==> config.mk <==
export PLATFORM = sky130hd
export DESIGN_NAME = misc_cmt_unit
export DESIGN_NICKNAME = d
export VERILOG_FILES = /design/src/rtl/misc_cmt_unit_pkg.sv /design/src/rtl/misc_cmt_buf.sv /design/src/rtl/misc_cmt_unit.sv
export SDC_FILE = /design/constraint.sdc
export NUM_CORES = 1
export LEC_CHECK = 0
export ABC_AREA = 1
export BUFFER_PORTS_ARGS = -buffer_cell sky130_fd_sc_hd__buf_2
export CAP_MARGIN = 5
export CORE_AREA = 2 2 286 288
export DETAILED_ROUTE_END_ITERATION = 8
export DIE_AREA = 0 0 288 290
export GPL_ROUTABILITY_DRIVEN = 1
export MAX_ROUTING_LAYER = met4
export PLACE_DENSITY = 0.42
export SYNTH_ARGS = -nofsm -noshare
export SYNTH_HDL_FRONTEND = slang
export SYNTH_HIERARCHICAL = 1
export SYNTH_SLANG_ARGS = --single-unit
==> constraint.sdc <==
create_clock -name clk -period 2.47 [get_ports clk]
set_clock_uncertainty 0.05 [all_clocks]
set_input_delay 0.494 -clock clk [delete_from_list [all_inputs] [get_ports clk]]
set_output_delay 0.494 -clock clk [all_outputs]
set_load 0.01 [all_outputs]
==> src/rtl/misc_cmt_unit_pkg.sv <==
// rtl/misc_cmt_unit_pkg.sv - shared widths, packet struct and state enum for the misc commit unit
package misc_cmt_unit_pkg;

  localparam int CMT_ROB_IDX_W     = 6;
  localparam int CMT_PREG_W        = 6;
  localparam int CMT_VALEN         = 32;
  localparam int CMT_TLB_ENTRY_NUM = 16;
  localparam int CMT_TLB_IDX_W     = $clog2(CMT_TLB_ENTRY_NUM);

  typedef enum logic [3:0] {
    PRIV_NONE     = 4'd0,
    PRIV_CSR_RD   = 4'd1,
    PRIV_CSR_WR   = 4'd2,
    PRIV_CSR_XCHG = 4'd3,
    PRIV_TLBSRCH  = 4'd4,
    PRIV_TLBRD    = 4'd5,
    PRIV_TLBWR    = 4'd6,
    PRIV_TLBFILL  = 4'd7,
    PRIV_INVTLB   = 4'd8,
    PRIV_CACOP    = 4'd9,
    PRIV_ERTN     = 4'd10,
    PRIV_IDLE     = 4'd11
  } PrivOpType;

  typedef struct packed {
    logic                     valid;
    logic [CMT_ROB_IDX_W-1:0] rob_idx;
    logic                     we;
    logic [CMT_PREG_W-1:0]    pdest;
    logic [31:0]              wdata;
  } MiscCmtBaseSt;

  typedef struct packed {
    MiscCmtBaseSt             base;
    logic                     br_inst;
    logic                     br_redirect;
    logic [CMT_VALEN-1:0]     br_target;
    PrivOpType                priv_op;
    logic                     csr_we;
    logic [13:0]              csr_waddr;
    logic [31:0]              csr_wdata;
    logic                     tlbsrch_found;
    logic [CMT_TLB_IDX_W-1:0] tlbsrch_idx;
    logic [31:0]              tlbrd_ehi;
    logic [31:0]              tlbrd_elo0;
    logic [31:0]              tlbrd_elo1;
    logic [31:0]              tlbrd_idx;
    logic [9:0]               tlbrd_asid;
    logic [4:0]               invtlb_op;
    logic [9:0]               invtlb_asid;
    logic [CMT_VALEN-1:0]     invtlb_vaddr;
    logic [4:0]               cacop_op;
    logic [CMT_VALEN-1:0]     cacop_vaddr;
  } MiscCmtSt;

  typedef enum logic [2:0] {
    ST_IDLE   = 3'd0,
    ST_HEAD   = 3'd1,
    ST_CACHE  = 3'd2,
    ST_TLB    = 3'd3,
    ST_RETIRE = 3'd4
  } MiscCmtStateT;

  // The buffered instruction may commit only once the ROB head points at it.
  function automatic logic head_match(input logic                     head_valid,
                                      input logic [CMT_ROB_IDX_W-1:0] head_idx,
                                      input logic [CMT_ROB_IDX_W-1:0] buf_idx);
    return head_valid && (head_idx == buf_idx);
  endfunction

endpackage

==> src/rtl/misc_cmt_buf.sv <==
// rtl/misc_cmt_buf.sv - single-entry holding buffer for one misc result plus its drop flag
module misc_cmt_buf
  import misc_cmt_unit_pkg::*;
(
  input  logic     clk,
  input  logic     rst_n,
  input  logic     i_load,
  input  logic     i_clear,
  input  logic     i_set_drop,
  input  MiscCmtSt i_pkt,
  output MiscCmtSt o_buf,
  output logic     o_drop
);

  MiscCmtSt r_buf;
  logic     r_drop;

  // Clear wins over load so a flush can never capture a packet; drop is sticky until the entry leaves.
  always_ff @(posedge clk or negedge rst_n) begin
    if (!rst_n) begin
      r_buf  <= '0;
      r_drop <= 1'b0;
    end else if (i_clear) begin
      r_buf  <= '0;
      r_drop <= 1'b0;
    end else if (i_load) begin
      r_buf  <= i_pkt;
      r_drop <= 1'b0;
    end else if (i_set_drop) begin
      r_drop <= 1'b1;
    end
  end

  assign o_buf  = r_buf;
  assign o_drop = r_drop;

endmodule

==> src/rtl/misc_cmt_unit.sv <==
// rtl/misc_cmt_unit.sv - misc pipe commit unit: waits for ROB head, issues side effects, retires (optional MISC_CMT_PERF_EN counters)
module misc_cmt_unit
  import misc_cmt_unit_pkg::*;
#(
  parameter int ROB_IDX_W = CMT_ROB_IDX_W,
  parameter int PREG_W    = CMT_PREG_W,
  parameter int VALEN     = CMT_VALEN,
  parameter int TLB_IDX_W = CMT_TLB_IDX_W
) (
  input  logic                 clk,
  input  logic                 rst_n,
  input  logic                 flush_i,
  input  MiscCmtSt             cmt_i,
  output logic                 cmt_ready_o,
  input  logic                 rob_head_valid_i,
  input  logic [ROB_IDX_W-1:0] rob_head_idx_i,
  output logic                 csr_we_o,
  output logic [13:0]          csr_waddr_o,
  output logic [31:0]          csr_wdata_o,
  output logic                 tlbsrch_we_o,
  output logic                 tlbsrch_found_o,
  output logic [TLB_IDX_W-1:0] tlbsrch_idx_o,
  output logic                 tlbrd_we_o,
  output logic [31:0]          tlbrd_ehi_o,
  output logic [31:0]          tlbrd_elo0_o,
  output logic [31:0]          tlbrd_elo1_o,
  output logic [31:0]          tlbrd_idx_o,
  output logic [9:0]           tlbrd_asid_o,
  output logic                 invtlb_valid_o,
  output logic [4:0]           invtlb_op_o,
  output logic [9:0]           invtlb_asid_o,
  output logic [VALEN-1:0]     invtlb_vaddr_o,
  input  logic                 invtlb_ready_i,
  output logic                 cacop_valid_o,
  output logic [4:0]           cacop_op_o,
  output logic [VALEN-1:0]     cacop_vaddr_o,
  input  logic                 cacop_ready_i,
  output logic                 redirect_valid_o,
  output logic [VALEN-1:0]     redirect_pc_o,
  output logic                 retire_valid_o,
  output logic [ROB_IDX_W-1:0] retire_rob_idx_o,
  output logic                 retire_we_o,
  output logic [PREG_W-1:0]    retire_pdest_o,
  output logic [31:0]          retire_wdata_o
`ifdef MISC_CMT_PERF_EN
  ,
  output logic [31:0]          perf_br_cnt_o,
  output logic [31:0]          perf_redirect_cnt_o
`endif
);

  MiscCmtStateT r_state;
  MiscCmtStateT w_state_nxt;
  MiscCmtSt     w_buf;
  logic         w_drop;
  logic         w_load;
  logic         w_clear;
  logic         w_set_drop;
  logic         w_head_hit;

  misc_cmt_buf u_buf (
    .clk        (clk),
    .rst_n      (rst_n),
    .i_load     (w_load),
    .i_clear    (w_clear),
    .i_set_drop (w_set_drop),
    .i_pkt      (cmt_i),
    .o_buf      (w_buf),
    .o_drop     (w_drop)
  );

  assign w_head_hit = head_match(rob_head_valid_i & w_buf.base.valid, rob_head_idx_i, w_buf.base.rob_idx);

  // State register.
  always_ff @(posedge clk or negedge rst_n) begin
    if (!rst_n) begin
      r_state <= ST_IDLE;
    end else begin
      r_state <= w_state_nxt;
    end
  end

  // Next state, buffer control and the single-cycle commit strobes.
  always_comb begin
    w_state_nxt      = r_state;
    w_load           = 1'b0;
    w_clear          = 1'b0;
    w_set_drop       = 1'b0;
    cmt_ready_o      = 1'b0;
    cacop_valid_o    = 1'b0;
    invtlb_valid_o   = 1'b0;
    retire_valid_o   = 1'b0;
    csr_we_o         = 1'b0;
    tlbsrch_we_o     = 1'b0;
    tlbrd_we_o       = 1'b0;
    redirect_valid_o = 1'b0;
    retire_we_o      = 1'b0;
    case (r_state)
      ST_IDLE: begin
        cmt_ready_o = 1'b1;
        if (flush_i) begin
          w_clear = 1'b1;
        end else if (cmt_i.base.valid) begin
          w_load      = 1'b1;
          w_state_nxt = ST_HEAD;
        end
      end
      ST_HEAD: begin
        if (flush_i) begin
          w_clear     = 1'b1;
          w_state_nxt = ST_IDLE;
        end else if (w_head_hit) begin
          case (w_buf.priv_op)
            PRIV_CACOP:  w_state_nxt = ST_CACHE;
            PRIV_INVTLB: w_state_nxt = ST_TLB;
            default:     w_state_nxt = ST_RETIRE;
          endcase
        end
      end
      ST_CACHE: begin
        // The request is already visible downstream, so it is held until taken even if flushed.
        cacop_valid_o = 1'b1;
        if (cacop_ready_i) begin
          if (w_drop || flush_i) begin
            w_clear     = 1'b1;
            w_state_nxt = ST_IDLE;
          end else begin
            w_state_nxt = ST_RETIRE;
          end
        end else if (flush_i) begin
          w_set_drop = 1'b1;
        end
      end
      ST_TLB: begin
        invtlb_valid_o = 1'b1;
        if (invtlb_ready_i) begin
          if (w_drop || flush_i) begin
            w_clear     = 1'b1;
            w_state_nxt = ST_IDLE;
          end else begin
            w_state_nxt = ST_RETIRE;
          end
        end else if (flush_i) begin
          w_set_drop = 1'b1;
        end
      end
      ST_RETIRE: begin
        retire_valid_o   = 1'b1;
        csr_we_o         = w_buf.csr_we;
        tlbsrch_we_o     = (w_buf.priv_op == PRIV_TLBSRCH);
        tlbrd_we_o       = (w_buf.priv_op == PRIV_TLBRD);
        redirect_valid_o = w_buf.br_inst & w_buf.br_redirect;
        retire_we_o      = w_buf.base.we;
        w_clear          = 1'b1;
        w_state_nxt      = ST_IDLE;
      end
      default: begin
        w_clear     = 1'b1;
        w_state_nxt = ST_IDLE;
      end
    endcase
  end

  assign csr_waddr_o      = w_buf.csr_waddr;
  assign csr_wdata_o      = w_buf.csr_wdata;
  assign tlbsrch_found_o  = w_buf.tlbsrch_found;
  assign tlbsrch_idx_o    = w_buf.tlbsrch_idx;
  assign tlbrd_ehi_o      = w_buf.tlbrd_ehi;
  assign tlbrd_elo0_o     = w_buf.tlbrd_elo0;
  assign tlbrd_elo1_o     = w_buf.tlbrd_elo1;
  assign tlbrd_idx_o      = w_buf.tlbrd_idx;
  assign tlbrd_asid_o     = w_buf.tlbrd_asid;
  assign invtlb_op_o      = w_buf.invtlb_op;
  assign invtlb_asid_o    = w_buf.invtlb_asid;
  assign invtlb_vaddr_o   = w_buf.invtlb_vaddr;
  assign cacop_op_o       = w_buf.cacop_op;
  assign cacop_vaddr_o    = w_buf.cacop_vaddr;
  assign redirect_pc_o    = w_buf.br_target;
  assign retire_rob_idx_o = w_buf.base.rob_idx;
  assign retire_pdest_o   = w_buf.base.pdest;
  assign retire_wdata_o   = w_buf.base.wdata;

`ifdef MISC_CMT_PERF_EN
  logic [31:0] r_perf_br_cnt;
  logic [31:0] r_perf_redirect_cnt;

  // Retired-branch and redirect counters; both wrap naturally at 2^32.
  always_ff @(posedge clk or negedge rst_n) begin
    if (!rst_n) begin
      r_perf_br_cnt       <= '0;
      r_perf_redirect_cnt <= '0;
    end else if (r_state == ST_RETIRE) begin
      if (w_buf.br_inst) begin
        r_perf_br_cnt <= r_perf_br_cnt + 32'd1;
      end
      if (w_buf.br_inst && w_buf.br_redirect) begin
        r_perf_redirect_cnt <= r_perf_redirect_cnt + 32'd1;
      end
    end
  end

  assign perf_br_cnt_o       = r_perf_br_cnt;
  assign perf_redirect_cnt_o = r_perf_redirect_cnt;
`endif

endmodule

Yosys cells after proc, flatten, opt, wreduce, memory -nomap -nowiden
Cells that the tools add are included.

word-level totals
  register bits after elaboration = 362
  latch bits = 0
  bits in writable memories = 0
  bits in read-only memories = 0
  input port bits = 370
  output and inout bits = 358
  word-level logic and storage cells = 83
  memories = 0

operators by class
  add/subtract/negate cells = 0
  multiply operators = 0
  div/mod/pow operators = 0
  order comparisons = 0
  eq/ne operators = 14
  shifts and indexed selects = 0
  multiplexer cells = 34
  bitwise operators = 2
  reductions and logical operators = 7

operator list
  operator                                                         count
  358-bit two-way mux                                              2
  1-bit two-way mux                                                21
  3-bit two-way mux                                                7
  3-bit one-hot mux with 4 select lines                            1
  4-bit by 3-bit == test with 1-bit output, second input constant  2
  4-bit == test, second input constant                             2
  2-bit inequality test, second input constant                     4
  3-bit by 2-bit == test with 1-bit output, second input constant  2
  6-bit == test                                                    1
  3-bit one-hot mux with 2 select lines                            1
  5-bit AND reduction                                              1
  3-bit by 1-bit == test with 1-bit output, second input constant  1
  3-bit == test, second input constant                             1
  3-bit zero test                                                  1
  3-bit inequality test, second input constant                     1
  1-bit one-hot mux with 3 select lines                            1
  3-bit nonzero test                                               1
  1-bit AND                                                        2
  1-bit one-hot mux with 2 select lines                            1
  2-bit nonzero test                                               1
  2-bit OR reduction                                               1
  1-bit logical AND                                                1
  1-bit logical OR                                                 1

Longest topological paths before layout
Gate-level depths: netlist of run 1.

  depth in word-level cells = 6
  mapped depth = 11

By module
The synthesis of run 1 kept the hierarchy.

modules (own cells, without submodules)
  module         instances  cells each  area each (um2)  sequential area each (um2)
  misc_cmt_buf   1          1556        14401.3          8983.6
  misc_cmt_unit  1          88          441.7            75.1

Worst setup path after synthesis of run 1
Ideal clock, no wire load.

  kind = register -> output
  start point = reg r_state[0]
  end point = out tlbrd_we_o
  arrival time = 1.397 ns
  data required time = 1.926 ns
  slack = 0.529 ns
  stages on the path, launching flop included = 4
  path buffers = 0
  cells stage by stage = dfrtp_1 nor3_1 inv_1 nor4b_1

on the way
  word-level cells in the longest chain between the ends = 2

ends and longest elaborated chain
  what                    RTL line             text
  from (decl)             misc_cmt_unit.sv:52  MiscCmtStateT r_state;
  from (signal assigned)  misc_cmt_unit.sv:79  r_state <= w_state_nxt;
  3-bit == test           misc_cmt_unit.sv:98  case (r_state)
  1-bit two-way mux       misc_cmt_unit.sv:98
  to (decl)               misc_cmt_unit.sv:23  output logic tlbrd_we_o,

Every way passes these cells.

Worst setup path after layout of run 1
Ends and elaborated chain as after synthesis.

==> flow_summary_export.csv, run 1 <==
group,metric,value,unit
drt,drc,0,
global_route,grt_max_degree,73,
global_route,first_global_vias,14631,
drt,drt_first_iter_violations,648,
worst_hold_path,hold_path_class,"in -> reg",
critical_path,critical_path_required,1.93,ns
layout,post_route_cells_drive_above_1_share,0.369,
logic_synthesis,yosys-mux-area-fraction,0,
drt,totalWireLength,58.1,mm
layout,number_of_fillers_in_the_final_layout,8807,
logic_synthesis,post_synth_fa_ha_maj_area_fraction,0,
global_route,grt_remaining_overflow,0,
clock_network,ctsRootBufferMaster,"sky130_fd_sc_hd__clkbuf_16",
logic_synthesis,synth_enable_flop_cells,0,
pwr,power_switching_share,0.322,
drt,drt.antenna.violating_nets,0,
logic_synthesis,netlist.area_leader.share,0.610,
floorplan,die_width,288,um
pwr,power.static_leakage,12.8,nW
pwr,cellPowerDensity,853,nW/um2
floorplan,fp.dieH,290,um
logic_synthesis,synth_top_cells_by_count,"sky130_fd_sc_hd__nand2_1, sky130_fd_sc_hd__dfrtp_1, sky130_fd_sc_hd__nand3_1",
floorplan,floorplan.io_pins,728,
run,drv_cap,0,
logic_synthesis,synth_seq_area_share,0.610,
layout,fin_nets,2750,
logic_synthesis,mappedNetlistNets,2014,
clock_network,clock_latency_of_the_later_clocked_register_in_the_worst_skew_pair,0.56,ns
drt,vias,14084,
logic_synthesis,post_synth_main_area_contributors,"sky130_fd_sc_hd__dfrtp_1, sky130_fd_sc_hd__nand2_1, sky130_fd_sc_hd__nand3_1",
global_route,global_route_wire_length_before_repair,87.3,mm
sta,setup_viol,0,
critical_path,cp.arrival,1.80,ns
clock_network,max-clock-path-buffers,3,
sta,finalHoldViolations,0,
global_route,antenna_violations_before_repair,5,
drt,route.detailed.vias_per_inst,4.05,
floorplan,core.rowCount,104,
logic_synthesis,ys.flop_type,"sky130_fd_sc_hd__dfrtp_1",
logic_synthesis,syn-mean-instance-area,9.03,um2
status,run_status,"finished clean",
logic_synthesis,post_synth_xor_area_fraction,0.000590,
pwr,ir_drop,0.378,mV
critical_path,timing.critical_path.fanout_max,6,
global_route,grt_usage,0.137,
placed_design,place.detailed.hpwl,43.7,mm
sta,drv_slew,0,
clock_network,cts_tree,"done",
logic_synthesis,postSynthRegisterBits,362,
sta,min_period,2.34,ns
logic_synthesis,synth_cell_types,23,
placed_design,portBuffers,727,
logic_synthesis,postSynthCellCount,1644,
clock_network,cts_inserted_buffers,45,
pwr,power_report.internal_total,0.0124,W
logic_synthesis,ys_warn_count,6,
clock_network,cts-htree-levels,2,
critical_path,kind_of_end_point_of_the_critical_path,"primary output",
clock_network,total_number_of_clock_tree_sinks,362,
pwr,report.power.total,0.0183,W
placed_design,gpl_congestion,0.865,
logic_synthesis,synth_async_sr_flop_share,1.00,
logic_synthesis,synth-simple-area-share,0.320,
critical_path,setup.worst_path.start_class,"flip-flop",
pwr,power.net_switching,0.00590,W
layout,synthesis_to_finish_area_growth,44.9,%
floorplan,floorplan.initialDensity,0.185,
logic_synthesis,synthMostInstantiatedCell,"sky130_fd_sc_hd__nand2_1",
sta,timing.final.crit_share,0.948,
pwr,pwr-share-clk,0.369,
drt,routedWlPerCell,16.7,um
pwr,combinationalPowerShare,0.247,
sta,hold_slack,0.103,ns
logic_synthesis,synth_compound_area_frac,0.00219,
drt,firstDrtPassIters,5,
clock_network,clkSlewWorstSetupHoldPaths,0.06,ns
sta,slew-limit-headroom,0.681,
sta,max_slew.worst_pin.slew,0.476,ns
sta,achievable-frequency,0.427,GHz
logic_synthesis,post-synth-top-area-cell,"sky130_fd_sc_hd__dfrtp_1",
logic_synthesis,syn_area,14800,um2
pwr,sequentialPowerShare,0.384,
logic_synthesis,synth_top_family_by_area,"simple AND/OR/NAND/NOR gates",
critical_path,timing.setup.critical_path_class,"reg -> out",
floorplan,core_area,80200,um2
floorplan,floorplan_die_area,83500,um2
sta,rsz0062_at_grt,"yes",
worst paths after layout:
check                                 start               end  slack (ns)  cells after the start
max                              r_state[0]        tlbrd_we_o        0.13                      4
min                               cmt_i[92]   u_buf/o_buf[92]        0.10                      3
max reg2reg                      r_state[1]  u_buf/o_buf[186]        0.17                     12
min reg2reg                u_buf/o_buf[173]  u_buf/o_buf[173]        0.41                      2
max in group asynchronous             rst_n  u_buf/o_buf[196]        1.19                      4
min in group asynchronous             rst_n  u_buf/o_buf[356]        0.42                      2
worst max-delay path, cell delays in order (launching register included):
cell	delay, ns
sky130_fd_sc_hd__dfrtp_2	0.46
sky130_fd_sc_hd__nor3_4	0.25
sky130_fd_sc_hd__inv_2	0.10
sky130_fd_sc_hd__nor4b_4	0.24
sky130_fd_sc_hd__buf_2	0.19
logic make-up after synthesis:
logic type / after synthesis
compound gates: 6
flops: 362
buf+inv: 143
xor+xnor: 1
simple gates: 1132
layer usage:
| metal | vias up | global-route usage | wire, um |
|---|---|---|---|
| met5 | - | - | 0 |
| li1 | 6736 | - | - |
| met2 | 458 | 0.241 | 29900 |
| met4 | 0 | 0.0422 | 1580 |
| met3 | 103 | 0.0378 | 4160 |
| met1 | 6787 | 0.149 | 22400 |
repair_timing:
item                                    4_1_cts  5_1_grt
pin swaps                                     1        0
resized for setup                             7        4
hold buffers                                  1        0
endpoints found under the hold margin        33        0
cloned                                        1        2
endpoints found under the setup margin        4      201
buffers inserted                              2        0
through the flow:
step,cell area [um2],setup WS [ns],cells,TNS (ns),utilization
after detailed placement,19800,-0.00220,3387,-0.00220,0.247
after CTS,21400,0.0448,3470,0,0.267
after global placement,19800,0.0706,3387,0,0.247
final,21500,0.128,3478,0,0.268
after floorplan,14800,0.529,1644,0,-
after global routing,21500,-0.00867,3477,-0.0298,0.268
sequential cells by signal, indices dropped and copies added, names as in the netlist:
name	cells
r_state	3
u_buf/o_drop	1
u_buf/o_buf	358
power by group through the flow:
| stage | Clock (W) | Combinational, W | Sequential, W |
|---|---|---|---|
| floorplan | 0 | 0.00213 | 0.00742 |
| global route | 0.00728 | 0.00499 | 0.00713 |
| finish | 0.00677 | 0.00454 | 0.00704 |
| global placement | 0 | 0.00442 | 0.00712 |
| detailed placement | 0 | 0.00447 | 0.00712 |
| CTS | 0.00703 | 0.00453 | 0.00704 |
placed cells by master, fill, tap and decap left out, drive strengths merged:
master | synthesis | final
buf | 115 | 803
nand2 | 744 | 744
dfrtp | 362 | 362
nand3 | 361 | 361
clkbuf | 3 | 71
inv | 25 | 26
nor2 | 19 | 19
diode | 0 | 6
bufinv | 0 | 4
nor3 | 4 | 4
clkinv | 0 | 4
a21oi | 3 | 3
o21ai | 2 | 2
clkinvlp | 0 | 2
or2 | 1 | 1
o211ai | 1 | 1
nor4b | 1 | 1
nor4 | 1 | 1
xor2 | 1 | 1
nand3b | 1 | 1
dlygate4sd3 | 0 | 1
layout make-up:
class	count	area [um2]	area share
Sequential cell	362	9060	0.421
Multi-Input combinational cell	1139	4820	0.224
Timing Repair Buffer	806	4620	0.215
Clock buffer	69	1380	0.0640
Tap cell	1060	1330	0.0617
Clock inverter	10	156	0.00727
Inverter	25	120	0.00558
Antenna cell	6	15.0	0.000698
Timing Repair inverter	1	8.76	0.000407
(Power assumes the default switching activity.)
==> run 2: changes to the inputs <==
Settings changed: GPL_TIMING_DRIVEN set to 0.
==> flow_summary_export.csv, run 2 (synthesized netlist as in run 1, its figures left out) <==
group,metric,value,unit
status,run_status,"finished clean",
layout,number_of_fillers_in_the_final_layout,8844,
layout,stdcell_area,21700,um2
drt,firstDrtPassIters,5,
sta,setup_viol,0,
sta,drv_slew,0,
global_route,global_route_wire_length_before_repair,93.6,mm
sta,hold_slack,0.105,ns
global_route,grt_remaining_overflow,0,
layout,most-common-layout-cells,"sky130_fd_sc_hd__buf_2, sky130_fd_sc_hd__nand2_1, sky130_fd_sc_hd__dfrtp_1, sky130_fd_sc_hd__nand3_1, sky130_fd_sc_hd__clkbuf_16",
critical_path,regToRegStartpoint,"r_state[2]",
floorplan,floorplan_die_area,83500,um2
layout,post_route_cells_drive_above_1_share,0.382,
drt,drc,0,
floorplan,floorplan.io_pins,728,
sta,finalHoldViolations,0,
worst_hold_path,hold_path_class,"in -> reg",
clock_network,clock_latency_of_the_later_clocked_register_in_the_worst_skew_pair,0.57,ns
global_route,grt_usage,0.151,
clock_network,ctsRootBufferMaster,"sky130_fd_sc_hd__clkbuf_16",
layout,synthesis_to_finish_area_growth,46.1,%
placed_design,gpl_congestion,0.899,
clock_network,max-clock-path-buffers,3,
placed_design,portBuffers,727,
drt,drt.antenna.violating_nets,0,
critical_path,cpPeakStageDelay,0.38,ns
sta,max_slew.worst_pin.slew,0.661,ns
clock_network,cts_inserted_buffers,46,
sta,achievable-frequency,0.425,GHz
clock_network,total_number_of_clock_tree_sinks,362,
sta,slack_of_the_critical_path,0.116,ns
layout,util_after_layout,0.271,
critical_path,timing.critical_path.fanout_max,10,
floorplan,fp.dieH,290,um
critical_path,timing.critical_path.from,"r_state[2]",
layout,largest_register_ff_count,358,
clock_network,clkSlewWorstSetupHoldPaths,0.06,ns
layout,multi_input_comb_area,4830,um2
drt,route.detailed.vias_per_inst,4.03,
worst_hold_path,hold_start,"cmt_i[9]",
global_route,first_global_vias,14772,
critical_path,cp.arrival,2.80,ns
critical_path,timing.setup.critical_path_class,"reg -> reg",
drt,totalWireLength,63.5,mm
drt,vias,14280,
critical_path,worst-r2r-cell-count,12,
pwr,report.power.total,0.0187,W
clock_network,cts-htree-levels,2,
sta,min_period,2.35,ns
sta,slew-limit-headroom,0.559,
clock_network,cts_tree,"done",
placed_design,place_worst_setup_slack,-0.343,ns
critical_path,r2r-end,"u_buf/o_buf[258]",
floorplan,core.rowCount,104,
run,drv_cap,0,
worst_hold_path,whs_endpoint,"u_buf/o_buf[9]",
floorplan,floorplan.initialDensity,0.185,
global_route,antenna_violations_before_repair,8,
placed_design,place.detailed.hpwl,49.4,mm
pwr,power.static_leakage,13.0,nW
floorplan,die_width,288,um
critical_path,setup.worst_path.start_class,"flip-flop",
layout,final_common_cell,"sky130_fd_sc_hd__buf_2",
drt,routedWlPerCell,17.9,um
drt,drt_first_iter_violations,715,
critical_path,worstPathCellList,"buf_4, nor2_2, nand2_2, or2_1, nand3_1, o211ai_1, buf_4, nor2_8, buf_12, buf_2, nand2_1, nand2_1",
critical_path,kind_of_end_point_of_the_critical_path,"flip-flop",
floorplan,core_area,80200,um2
global_route,grt_max_degree,113,
critical_path,critical_path_buf_inv_count,4,
critical_path,setup.reg_to_reg.worst_slack,0.12,ns
layout,fin_nets,2804,
worst_hold_path,hold-path-cell-count,3,
sta,timing.final.crit_share,0.953,
critical_path,cpMaxStageDelayCell,"sky130_fd_sc_hd__dfrtp_1",
layout,ff_latch_area,9060,um2
critical_path,critPathTopFamily,"simple AND/OR/NAND/NOR gates",
pwr,cellPowerDensity,861,nW/um2
pwr,ir_drop,0.413,mV
critical_path,critical_path_required,2.91,ns
placed_design,post_detailed_placement_cell_area,19900,um2
==> run 2: changes by cell type in the layout (fill, tap and decap cells not counted), moves of 6 or more <==
cell / previous run / this run
sky130_fd_sc_hd__buf_4: 49 / 40
sky130_fd_sc_hd__clkbuf_8: 16 / 10
sky130_fd_sc_hd__clkinv_2: 2 / 11
sky130_fd_sc_hd__buf_6: 1 / 34
sky130_fd_sc_hd__buf_2: 726 / 765
sky130_fd_sc_hd__buf_12: 24 / 5
==> run 2: repair_timing <==
item                                    4_1_cts  5_1_grt
hold buffers                                  1        0
pin swaps                                     3        2
buffers inserted                              7        5
gates resized for setup                       6       24
endpoints found under the setup margin      105      261
hold endpoints to repair                     76        0
==> run 2: worst reg2reg max path: stages, from the launching register on <==
cell	delay, ns
sky130_fd_sc_hd__dfrtp_1	0.38
sky130_fd_sc_hd__buf_4	0.14
sky130_fd_sc_hd__nor2_2	0.13
sky130_fd_sc_hd__nand2_2	0.08
sky130_fd_sc_hd__or2_1	0.26
sky130_fd_sc_hd__nand3_1	0.11
sky130_fd_sc_hd__o211ai_1	0.11
sky130_fd_sc_hd__buf_4	0.18
sky130_fd_sc_hd__nor2_8	0.14
sky130_fd_sc_hd__buf_12	0.13
sky130_fd_sc_hd__buf_2	0.38
sky130_fd_sc_hd__nand2_1	0.11
sky130_fd_sc_hd__nand2_1	0.08
==> run 2: worst max path at each step <==
stage,to,cells past startpoint
after floorplan,tlbrd_we_o,3
after global placement,u_buf/o_buf[154],1
after detailed placement,u_buf/o_buf[216],11
after CTS,u_buf/o_buf[313],13
after global routing,u_buf/o_buf[34],13
final,u_buf/o_buf[258],12
==> run 2: area by class of cell <==
cell class              count  area share
diodes                      9     0.00104
plain buffers             117      0.0438
clock buffers              68      0.0625
clock inverters            17     0.00785
inverters                  25     0.00433
multi-input cells        1139       0.223
flip-flops and latches    362       0.418
well taps                1060      0.0612
repair buffers            743       0.179
==> run 2: metal layers <==
layer / global-route usage / wire length (um) / part of all wire
met1: 0.170 / 24900 / 0.39
met5: - / 0 / 0
met3: 0.0372 / 4330 / 0.068
met2: 0.267 / 32900 / 0.52
met4: 0.0383 / 1280 / 0.020
==> run 2: report_power, final <==
group,internal [W],switching (W)
Combinational,0.00177,0.00308
Clock,0.00411,0.00268
Sequential,0.00663,0.000408
==> run 2: metrics by stage <==
stage               TNS [ns]  cells
floorplan                  0   1644
global placement    -2402.55   3431
detailed placement     -1.24   3434
CTS                        0   3527
global route         -0.0121   3539
finish                     0   3540
==> run 3: changes to the inputs <==
Settings changed: CORE_AREA 2 2 286 288 to 2 2 284 286, DIE_AREA 0 0 288 290 to 0 0 286 288, PLACE_DENSITY 0.42 to 0.47, SYNTH_HIERARCHICAL 1 to unset.
==> flow_summary_export.csv, run 3 <==
group,metric,value,unit
clock_network,max-clock-path-buffers,3,
layout,final_common_cell,"sky130_fd_sc_hd__buf_2",
global_route,global_route_wire_length_before_repair,101,mm
sta,max_slew.worst_pin.slew,0.655,ns
worst_hold_path,hold_path_class,"in -> reg",
logic_synthesis,syn_area,18500,um2
clock_network,cts_inserted_buffers,47,
clock_network,clkSlewWorstSetupHoldPaths,0.06,ns
status,run_status,"finished clean",
logic_synthesis,postSynthCellCount,1983,
logic_synthesis,ys.flop_type,"sky130_fd_sc_hd__dfrtp_1",
layout,ff_latch_area,9060,um2
floorplan,core.rowCount,104,
placed_design,place_worst_setup_slack,0.271,ns
floorplan,floorplan.io_pins,728,
layout,synthesis_to_finish_area_growth,35.7,%
drt,vias,15429,
critical_path,kind_of_end_point_of_the_critical_path,"primary output",
global_route,grt_max_degree,108,
global_route,antenna_violations_before_repair,22,
layout,post_route_cells_drive_above_1_share,0.567,
sta,slack_of_the_critical_path,0.112,ns
clock_network,cts-htree-levels,2,
placed_design,post_detailed_placement_cell_area,23600,um2
sta,achievable-frequency,0.424,GHz
clock_network,cts_tree,"done",
clock_network,ctsRootBufferMaster,"sky130_fd_sc_hd__clkbuf_16",
drt,routedWlPerCell,18.1,um
logic_synthesis,netlist.area_leader.share,0.489,
placed_design,place.detailed.hpwl,54.6,mm
logic_synthesis,post-synth-top-area-cell,"sky130_fd_sc_hd__dfrtp_1",
sta,setup_viol,0,
logic_synthesis,ys_warn_count,0,
layout,stdcell_area,25100,um2
drt,firstDrtPassIters,5,
layout,fin_nets,3133,
global_route,first_global_vias,15674,
clock_network,post_cts_buffers,0,
clock_network,total_number_of_clock_tree_sinks,362,
sta,timing.final.crit_share,0.955,
floorplan,die_width,286,um
logic_synthesis,synth_enable_flop_cells,0,
run,drv_cap,0,
drt,route.detailed.vias_per_inst,3.98,
floorplan,core_area,79600,um2
sta,finalHoldViolations,0,
drt,drt_first_iter_violations,605,
layout,multi_input_comb_area,5930,um2
placed_design,portBuffers,727,
sta,min_period,2.36,ns
logic_synthesis,synth_seq_area_share,0.489,
pwr,report.power.total,0.0195,W
pwr,power.static_leakage,12.8,nW
critical_path,cp.arrival,1.81,ns
floorplan,fp.dieH,288,um
logic_synthesis,post_synth_main_area_contributors,"sky130_fd_sc_hd__dfrtp_1, sky130_fd_sc_hd__a21oi_2, sky130_fd_sc_hd__nand2_1",
logic_synthesis,postSynthRegisterBits,362,
critical_path,setup.worst_path.start_class,"flip-flop",
pwr,ir_drop,0.414,mV
drt,drc,0,
logic_synthesis,syn-mean-instance-area,9.35,um2
floorplan,floorplan.initialDensity,0.233,
logic_synthesis,synth_cell_types,24,
layout,number_of_fillers_in_the_final_layout,8648,
logic_synthesis,synth_async_sr_flop_share,1.00,
layout,util_after_layout,0.316,
critical_path,timing.critical_path.fanout_max,6,
pwr,cellPowerDensity,776,nW/um2
sta,drv_slew,0,
critical_path,critical_path_required,1.93,ns
logic_synthesis,synth_top_cells_by_count,"sky130_fd_sc_hd__nand2_1, sky130_fd_sc_hd__dfrtp_1, sky130_fd_sc_hd__buf_4",
critical_path,timing.setup.critical_path_class,"reg -> out",
logic_synthesis,mappedNetlistNets,2353,
logic_synthesis,synthMostInstantiatedCell,"sky130_fd_sc_hd__nand2_1",
global_route,grt_remaining_overflow,0,
layout,largest_register_ff_count,358,
placed_design,gpl_congestion,0.812,
drt,drt.antenna.violating_nets,0,
sta,slew-limit-headroom,0.563,
floorplan,floorplan_die_area,82400,um2
clock_network,clock_latency_of_the_later_clocked_register_in_the_worst_skew_pair,0.57,ns
sta,rsz0062_at_grt,"no",
layout,most-common-layout-cells,"sky130_fd_sc_hd__buf_2, sky130_fd_sc_hd__nand2_1, sky130_fd_sc_hd__dfrtp_1, sky130_fd_sc_hd__buf_4, sky130_fd_sc_hd__a21oi_2",
global_route,grt_usage,0.169,
drt,totalWireLength,70.3,mm
==> run 3: cell families after synthesis <==
group / after synthesis / synth area share
AND/OR/NAND/NOR: 766 / 0.157
buffers and inverters: 493 / 0.192
flip-flops: 362 / 0.489
AO/OA/AOI/OAI: 362 / 0.162
==> run 3: final cells by class <==
class                   instances  share of cell area
flip-flops and latches        362               0.360
diodes                         20             0.00199
clock buffers                  76              0.0564
repair buffers                731               0.149
plain buffers                 464               0.137
inverters                      29             0.00443
clock inverters                 8             0.00289
well taps                    1060              0.0527
multi-input cells            1128               0.236
==> run 3: worst paths after layout <==
| kind | startpoint | to | slack (ns) | cells after the start |
|---|---|---|---|---|
| worst max-delay path | r_state[0] | tlbrd_we_o | 0.11 | 4 |
| worst min-delay path | cmt_i[274] | u_buf.o_buf[274] | 0.09 | 3 |
| worst max register to register | r_state[0] | u_buf.o_buf[84] | 0.39 | 9 |
| worst min register to register | u_buf.o_buf[248] | u_buf.o_buf[248] | 0.48 | 2 |
| max in group asynchronous | rst_n | u_buf.o_buf[49] | 0.46 | 4 |
| min in group asynchronous | rst_n | u_buf.o_buf[124] | 0.37 | 2 |
==> run 3: report_power, final <==
part           switching [W]  leakage, nW  internal, W  total [W]
combinational        0.00346         7.04      0.00240    0.00586
clock                0.00268        0.732      0.00400    0.00669
sequential          0.000388         4.98      0.00658    0.00697
total                0.00653         12.8       0.0130     0.0195
==> run 3: repair_timing <==
action,in CTS,in global routing
endpoints found under the hold margin,45,0
pin swaps,0,0
resized for setup,1,1
endpoints found under the setup margin,2,2
hold buffers,1,0
==> run 3: per-stage QoR <==
| step | hold slack, ns | cells | TNS (ns) |
|---|---|---|---|
| after floorplan | 0.148 | 1983 | 0 |
| after global placement | 0.442 | 3770 | -2548.58 |
| after detailed placement | 0.380 | 3773 | 0 |
| after CTS | 0.0233 | 3858 | 0 |
| after global routing | 0.0574 | 3877 | 0 |
| final | 0.0869 | 3878 | 0 |
==> run 3: layer usage <==
layer  up-vias  global-route usage  share of wire
met5         -                   -              0
met4         0              0.0505          0.028
met3        92              0.0532          0.079
met2       528               0.281           0.49
met1      7294               0.194           0.41
li1       7515                   -              -
==> run 3: critical path: stages (launching register included) <==
cell and delay (ns):
sky130_fd_sc_hd__dfrtp_1 0.45, sky130_fd_sc_hd__nor2_2 0.22, sky130_fd_sc_hd__nand2_4 0.14, sky130_fd_sc_hd__nor4_1 0.24
sky130_fd_sc_hd__buf_2 0.19
